[src/rtl/mixer_pkg.sv]
// Shared types and defaults for the codec mixer: FSM states, default
// parameter values and the width of the volume (attenuation) control.
package mixer_pkg;

    typedef enum logic [1:0] {
        IDLE    = 2'd0,
        COLLECT = 2'd1,
        SUM     = 2'd2,
        SAT     = 2'd3
    } state_t;

    localparam int DEF_NUM_VOICES   = 4;
    localparam int DEF_SAMPLE_WIDTH = 16;
    localparam int DEF_TIMEOUT      = 255;
    localparam int VOL_WIDTH        = 3;

endpackage

[src/rtl/sat_shift.sv]
// Arithmetic right shift followed by saturation from IN_W to OUT_W bits.
// IN_W must be at least OUT_W.
module sat_shift
    import mixer_pkg::*;
#(
    parameter int IN_W  = 18,
    parameter int OUT_W = 16
) (
    input  logic signed [IN_W-1:0]      din,
    input  logic        [VOL_WIDTH-1:0] shift,
    output logic signed [OUT_W-1:0]     dout
);

    localparam logic signed [IN_W-1:0] MAX_V =
        {{(IN_W-OUT_W+1){1'b0}}, {(OUT_W-1){1'b1}}};
    localparam logic signed [IN_W-1:0] MIN_V =
        {{(IN_W-OUT_W+1){1'b1}}, {(OUT_W-1){1'b0}}};

    logic signed [IN_W-1:0] shifted;

    // Attenuate, then clamp into the output range
    always_comb begin
        shifted = din >>> shift;
        if (shifted > MAX_V) begin
            dout = MAX_V[OUT_W-1:0];
        end else if (shifted < MIN_V) begin
            dout = MIN_V[OUT_W-1:0];
        end else begin
            dout = shifted[OUT_W-1:0];
        end
    end

endmodule

[src/rtl/codec_mixer.sv]
// Voice mixer feeding a codec: on each frame strobe it presents the pending
// mixed sample, requests fresh samples from the voices, collects them (with
// a timeout), sums them serially, attenuates/saturates and buffers the result.
module codec_mixer
    import mixer_pkg::*;
#(
    parameter int NUM_VOICES   = DEF_NUM_VOICES,
    parameter int SAMPLE_WIDTH = DEF_SAMPLE_WIDTH,
    parameter int TIMEOUT      = DEF_TIMEOUT
) (
    input  logic                               clk,
    input  logic                               reset,
    input  logic                               new_frame,
    input  logic                               play,
    input  logic [NUM_VOICES-1:0]              voice_enable,
    input  logic [NUM_VOICES-1:0]              voice_valid,
    input  logic [NUM_VOICES*SAMPLE_WIDTH-1:0] voice_sample,
    input  logic [VOL_WIDTH-1:0]               volume,
    output logic                               generate_next_sample,
    output logic [SAMPLE_WIDTH-1:0]            sample_out,
    output logic                               new_sample_ready,
    output logic                               underrun,
    output logic                               late
);

    localparam int ACC_W = SAMPLE_WIDTH + $clog2(NUM_VOICES);
    localparam int IDX_W = (NUM_VOICES > 1) ? $clog2(NUM_VOICES) : 1;
    localparam int TMR_W = $clog2(TIMEOUT + 1);

    state_t                          state_reg;
    logic                            new_frame_d_reg;
    logic                            buf_full_reg;
    logic [SAMPLE_WIDTH-1:0]         buf_data_reg;
    logic signed [ACC_W-1:0]         acc_reg;
    logic [IDX_W-1:0]                sum_idx_reg;
    logic [TMR_W-1:0]                timer_reg;
    logic [NUM_VOICES-1:0]           captured_reg;
    logic signed [SAMPLE_WIDTH-1:0]  hold_reg [NUM_VOICES];

    logic                            frame_edge;
    logic                            all_done;
    logic signed [ACC_W-1:0]         addend;
    logic signed [SAMPLE_WIDTH-1:0]  sat_value;
    logic [SAMPLE_WIDTH-1:0]         mixed;

    assign frame_edge = new_frame & ~new_frame_d_reg;
    assign all_done   = ((captured_reg | (voice_valid & voice_enable)) & voice_enable)
                        == voice_enable;
    assign mixed      = play ? sat_value : '0;

    // Serial summation picks one held voice per SUM cycle
    always_comb begin
        addend = '0;
        if (captured_reg[sum_idx_reg] && voice_enable[sum_idx_reg]) begin
            addend = ACC_W'(hold_reg[sum_idx_reg]);
        end
    end

    sat_shift #(
        .IN_W  (ACC_W),
        .OUT_W (SAMPLE_WIDTH)
    ) u_sat_shift (
        .din   (acc_reg),
        .shift (volume),
        .dout  (sat_value)
    );

    // Latch each enabled voice once per collection window
    always_ff @(posedge clk or posedge reset) begin
        if (reset) begin
            captured_reg <= '0;
            for (int i = 0; i < NUM_VOICES; i++) begin
                hold_reg[i] <= '0;
            end
        end else if (state_reg == IDLE && frame_edge) begin
            captured_reg <= '0;
        end else if (state_reg == COLLECT) begin
            for (int i = 0; i < NUM_VOICES; i++) begin
                if (voice_valid[i] && voice_enable[i] && !captured_reg[i]) begin
                    captured_reg[i] <= 1'b1;
                    hold_reg[i]     <= voice_sample[i*SAMPLE_WIDTH +: SAMPLE_WIDTH];
                end
            end
        end
    end

    // Frame handling: present buffer (or bypass the SAT result), track fullness
    always_ff @(posedge clk or posedge reset) begin
        if (reset) begin
            new_frame_d_reg <= 1'b0;
            sample_out      <= '0;
            buf_full_reg    <= 1'b0;
            buf_data_reg    <= '0;
            underrun        <= 1'b0;
        end else begin
            new_frame_d_reg <= new_frame;
            underrun        <= 1'b0;
            if (frame_edge && state_reg == SAT) begin
                sample_out   <= mixed;
                buf_full_reg <= 1'b0;
            end else if (state_reg == SAT) begin
                buf_data_reg <= mixed;
                buf_full_reg <= 1'b1;
            end else if (frame_edge) begin
                if (buf_full_reg) begin
                    sample_out   <= buf_data_reg;
                    buf_full_reg <= 1'b0;
                end else begin
                    underrun <= 1'b1;
                end
            end
        end
    end

    // Mixing FSM: request, collect with timeout, serial sum, saturate
    always_ff @(posedge clk or posedge reset) begin
        if (reset) begin
            state_reg            <= IDLE;
            acc_reg              <= '0;
            sum_idx_reg          <= '0;
            timer_reg            <= '0;
            generate_next_sample <= 1'b0;
            new_sample_ready     <= 1'b0;
            late                 <= 1'b0;
        end else begin
            generate_next_sample <= 1'b0;
            new_sample_ready     <= 1'b0;
            late                 <= 1'b0;
            case (state_reg)
                IDLE: begin
                    if (frame_edge) begin
                        state_reg            <= COLLECT;
                        generate_next_sample <= 1'b1;
                        timer_reg            <= '0;
                    end
                end
                COLLECT: begin
                    if (all_done || timer_reg == TMR_W'(TIMEOUT - 1)) begin
                        state_reg   <= SUM;
                        acc_reg     <= '0;
                        sum_idx_reg <= '0;
                        late        <= ~all_done;
                    end else begin
                        timer_reg <= timer_reg + 1'b1;
                    end
                end
                SUM: begin
                    acc_reg     <= acc_reg + addend;
                    sum_idx_reg <= sum_idx_reg + 1'b1;
                    if (sum_idx_reg == IDX_W'(NUM_VOICES - 1)) begin
                        state_reg <= SAT;
                    end
                end
                SAT: begin
                    new_sample_ready <= 1'b1;
                    state_reg        <= IDLE;
                end
                default: state_reg <= IDLE;
            endcase
        end
    end

endmodule
[config.mk]
export PLATFORM = sky130hd
export DESIGN_NAME = codec_mixer
export DESIGN_NICKNAME = d
export VERILOG_FILES = /design/src/rtl/mixer_pkg.sv /design/src/rtl/sat_shift.sv /design/src/rtl/codec_mixer.sv
export SDC_FILE = /design/constraint.sdc
export NUM_CORES = 1
export LEC_CHECK = 0
export ABC_AREA = 1
export BUFFER_PORTS_ARGS = -buffer_cell sky130_fd_sc_hd__clkbuf_2
export CAP_MARGIN = 20
export CORE_MARGIN = 3
export CORE_UTILIZATION = 50
export CTS_CLUSTER_SIZE = 20
export DETAILED_ROUTE_END_ITERATION = 7
export PLACE_DENSITY = 0.73
export SETUP_SLACK_MARGIN = 0.1
export SLEW_MARGIN = 20
export SYNTH_ARGS = -nofsm -noshare
export SYNTH_HDL_FRONTEND = slang
export SYNTH_HIERARCHICAL = 1
export SYNTH_SLANG_ARGS = --single-unit
[constraint.sdc]
create_clock -name clk -period 6.13 [get_ports clk]
set_input_delay 1.226 -clock clk [delete_from_list [all_inputs] [get_ports clk]]
set_output_delay 1.226 -clock clk [all_outputs]
set_load 0.03 [all_outputs]
==> results by group <==
Placed design
  • Hpwl dp: 13.5 mm
  • Setup slack after placement: 2.19 ns
  • GPL Wtd Cong: between 0.8 and 0.9
  • I/O Buffers: 98

Power
  • Leak Pwr: 4.65 nW
  • Worst VDD drop: 0.255 mV
  • PwrDens: 507 nW/um^2

Clocking
  • Root Buffer: clkbuf_16
  • CTS buffer count: 17
  • CTS clock-pin slew for the worst setup and hold paths: roughly 0.070 ns
  • Clock buffer depth: 2
  • CTS resizes: 0
  • CTS tree: built
  • # H-tree levels: 4
  • Clk sinks: 136
  • Hold_buf cts: 0
  • Post-CTS setup buffer count: 0
  • Worst skew pair latency: 0.42 ns

Worst setup path
  • Worst path bufs/invs: 3
  • Worst EP required: 6.44 ns
  • Critical Path Fanout Max: 14
  • Critical path's largest stage delay: 0.39 ns
  • Crit path max-delay family: simple AND/OR/NAND/NOR gates
  • Worst path cell trace: clkbuf_2 > nand2_1 > nand2_1 > nand3_1 > nand2_1 > inv_1 > a21oi_1 > ha_1 > inv_1 > fa_1 > o21ai_0 > nand2_1 > nand2_1 > nand2_1 > nand2_1 > nand2_1 > nand3_1 > nand2_1
  • CP Class: in -> reg
  • Critical path startpoint category: input port
  • Worst EP arrival: around 3.8 ns
  • Most frequent CP cell: nand2_1
  • Slowest cell on the critical path: fa_1
  • CP endpoint kind: register

Synthesis
  • Mapped Cells: 1007
  • Seq/Total Area, Yosys: between 40% and 50%
  • Post-Syn Nets: 1113
  • Count of different cell masters after synthesis: 37
  • Syn. warnings: 6
  • Most common flop cell mapped by yosys: dfrtp_1
  • Number of synthesized flops with an enable pin: 0
  • Syn avg cell area: roughly 8 sq um
  • FFs w/ async S/R, synth: 100%
  • Mapped Area: a little under 8000 sq um
  • Synth Register Bits: 136

Routing
  • DRT iter0 DRCs: roughly 450
  • Average wire per standard cell: 14.4 um
  • Routed Antenna Nets: 0
  • DR DRC count: 0
  • Vias: 6893
  • WL final: between 15 and 20 mm
  • Pre-antenna DRT Iters: 5
  • Via density: 5.27

Finish
  • Finished Core Util: about three fifths
  • Fillers: ~1400
  • Layout cell share with drive strength beyond 1: 19.8%
  • P&R area growth vs syn: 15.0%
  • Commonest non-fill, non-tap cells in the layout: nand2_1, dfrtp_1, clkbuf_2
  • Leading cell type in the layout, fill and taps excluded: nand2_1
  • Max FFs per register: 64
  • Antenna cells: 0
  • Final nets: ~1200

GRT
  • First-pass GRT wire length: 32.3 mm
  • Number of global-route vias before repair: 6718
  • Gr usage total: between 20% and 30%
  • Antenna violations before repair: 0
  • Largest net degree at the start of global routing: 83
  • Gr ovfl total: 0

Floorplanning
  • Cell Rows: 45
  • Die Wd: 132 um
  • Core ar.: 15400 sq um
  • Die Area: roughly 17000 sq um
  • Chip height: 132 um
  • Num ports: 99
  • Starting Density: 51.7%

STA
  • Final setup vio count: 0
  • Worst-Margin Slew: about 0.84 ns
  • Setup TNS: 0 ns
  • WHS: 0.449 ns
  • Fin. Hold Viols: 0
  • Fin crit period: 3.52 ns
  • Clk_skew: 0.0151 ns
  • Pins over their slew limit: 0
  • RSZ-0062 raised after global routing: no
  • Fmax: between 200 and 300 MHz
  • Worst setup margin: 2.61 ns
  • Relative slew slack: a little over two fifths
  • Fin crit share: 57.4%

Run
  • Max cap viols: 0

Run status
  • Status: finished, final reports clean

Hold path
  • Min-delay worst type: reg -> reg
-- kinds of logic (layout without fill, tap and decap cells) --
group	Yosys count	after routing	share of synthesized area, %
simple gates	468	468	25.3
mux	42	42	5.95
compound gates	184	184	12.7
buf+inv	137	227	7.47
xor+xnor	13	13	1.43
fa+ha+maj	27	27	4.34
flops	136	136	42.8
-- layer usage --
metal  wire length, um  track usage (%)  vias up
li1                  -                -     3463
met1              8330             30.0     3198
met2              9090             37.1      205
met3               991             4.31       27
met4               386             6.83        0
met5                 0                0        -
-- report_power, final --
group / switching, mW / internal, mW / leakage (nW) / total [mW]
Clock: 0.421 / 0.662 / 0.298 / 1.08
Combinational: 1.35 / 0.723 / 2.66 / 2.08
Sequential: 0.218 / 1.26 / 1.70 / 1.48
Total: 1.99 / 2.64 / 4.65 / 4.63
-- final cells by class --
type,instances,area [sq um],area share [%]
Clock inverter,14,188,2.05
Sequential cell,136,3400,37.2
Multi-Input combinational cell,734,3970,43.4
Clock buffer,18,439,4.80
Timing Repair Buffer,103,528,5.77
Inverter,92,355,3.89
Tap cell,211,264,2.89
-- Yosys cell counts (all sizes together) (3+ instances only) --
| master | number | area [sq um] |
|---|---|---|
| nand2 | 284 | 1120 |
| dfrtp | 136 | 3400 |
| inv | 92 | 350 |
| nand3 | 89 | 455 |
| o21ai | 89 | 475 |
| nor2 | 75 | 289 |
| a21oi | 72 | 360 |
| mux2 | 42 | 473 |
| buf | 28 | 180 |
| ha | 26 | 325 |
| o211ai | 21 | 158 |
| clkbuf | 17 | 63.8 |
| xor2 | 7 | 61.3 |
| xnor2 | 6 | 52.6 |
| nand3b | 5 | 37.5 |
| nand4 | 5 | 50.1 |
| or2 | 4 | 25.0 |
| nor3 | 3 | 15.0 |
-- stage by stage --
step | instance area (sq um) | cells | total power [mW]
global placement | 8510 | 1276 | 3.49
floorplan | 7950 | 1007 | 3.05
global route | 9150 | 1308 | 5.03
detailed placement | 8510 | 1276 | 3.53
CTS | 9130 | 1308 | 4.65
finish | 9150 | 1308 | 4.63
-- path summary, 6_finish.rpt --
kind | start | slack [ns] | end | cells past startpoint
setup reg to reg | sum_idx_reg[1]$_DFFE_PP0P_ | 2.62 | acc_reg[14]$_DFFE_PP0P_ | 17
setup / recovery | voice_enable[0] | 2.61 | acc_reg[14]$_DFFE_PP0P_ | 18
max in group asynchronous | reset | 4.04 | hold_reg[1]$_DFFE_PP0P_ | 3
min in group asynchronous | reset | 0.93 | captured_reg[1]$_DFFE_PP0P_ | 2
hold / removal | buf_full_reg$_DFFE_PP0P_ | 0.45 | underrun$_DFF_PP0_ | 1
hold reg to reg | buf_full_reg$_DFFE_PP0P_ | 0.45 | underrun$_DFF_PP0_ | 1
Note: power is estimated with default switching activity, not from simulation.
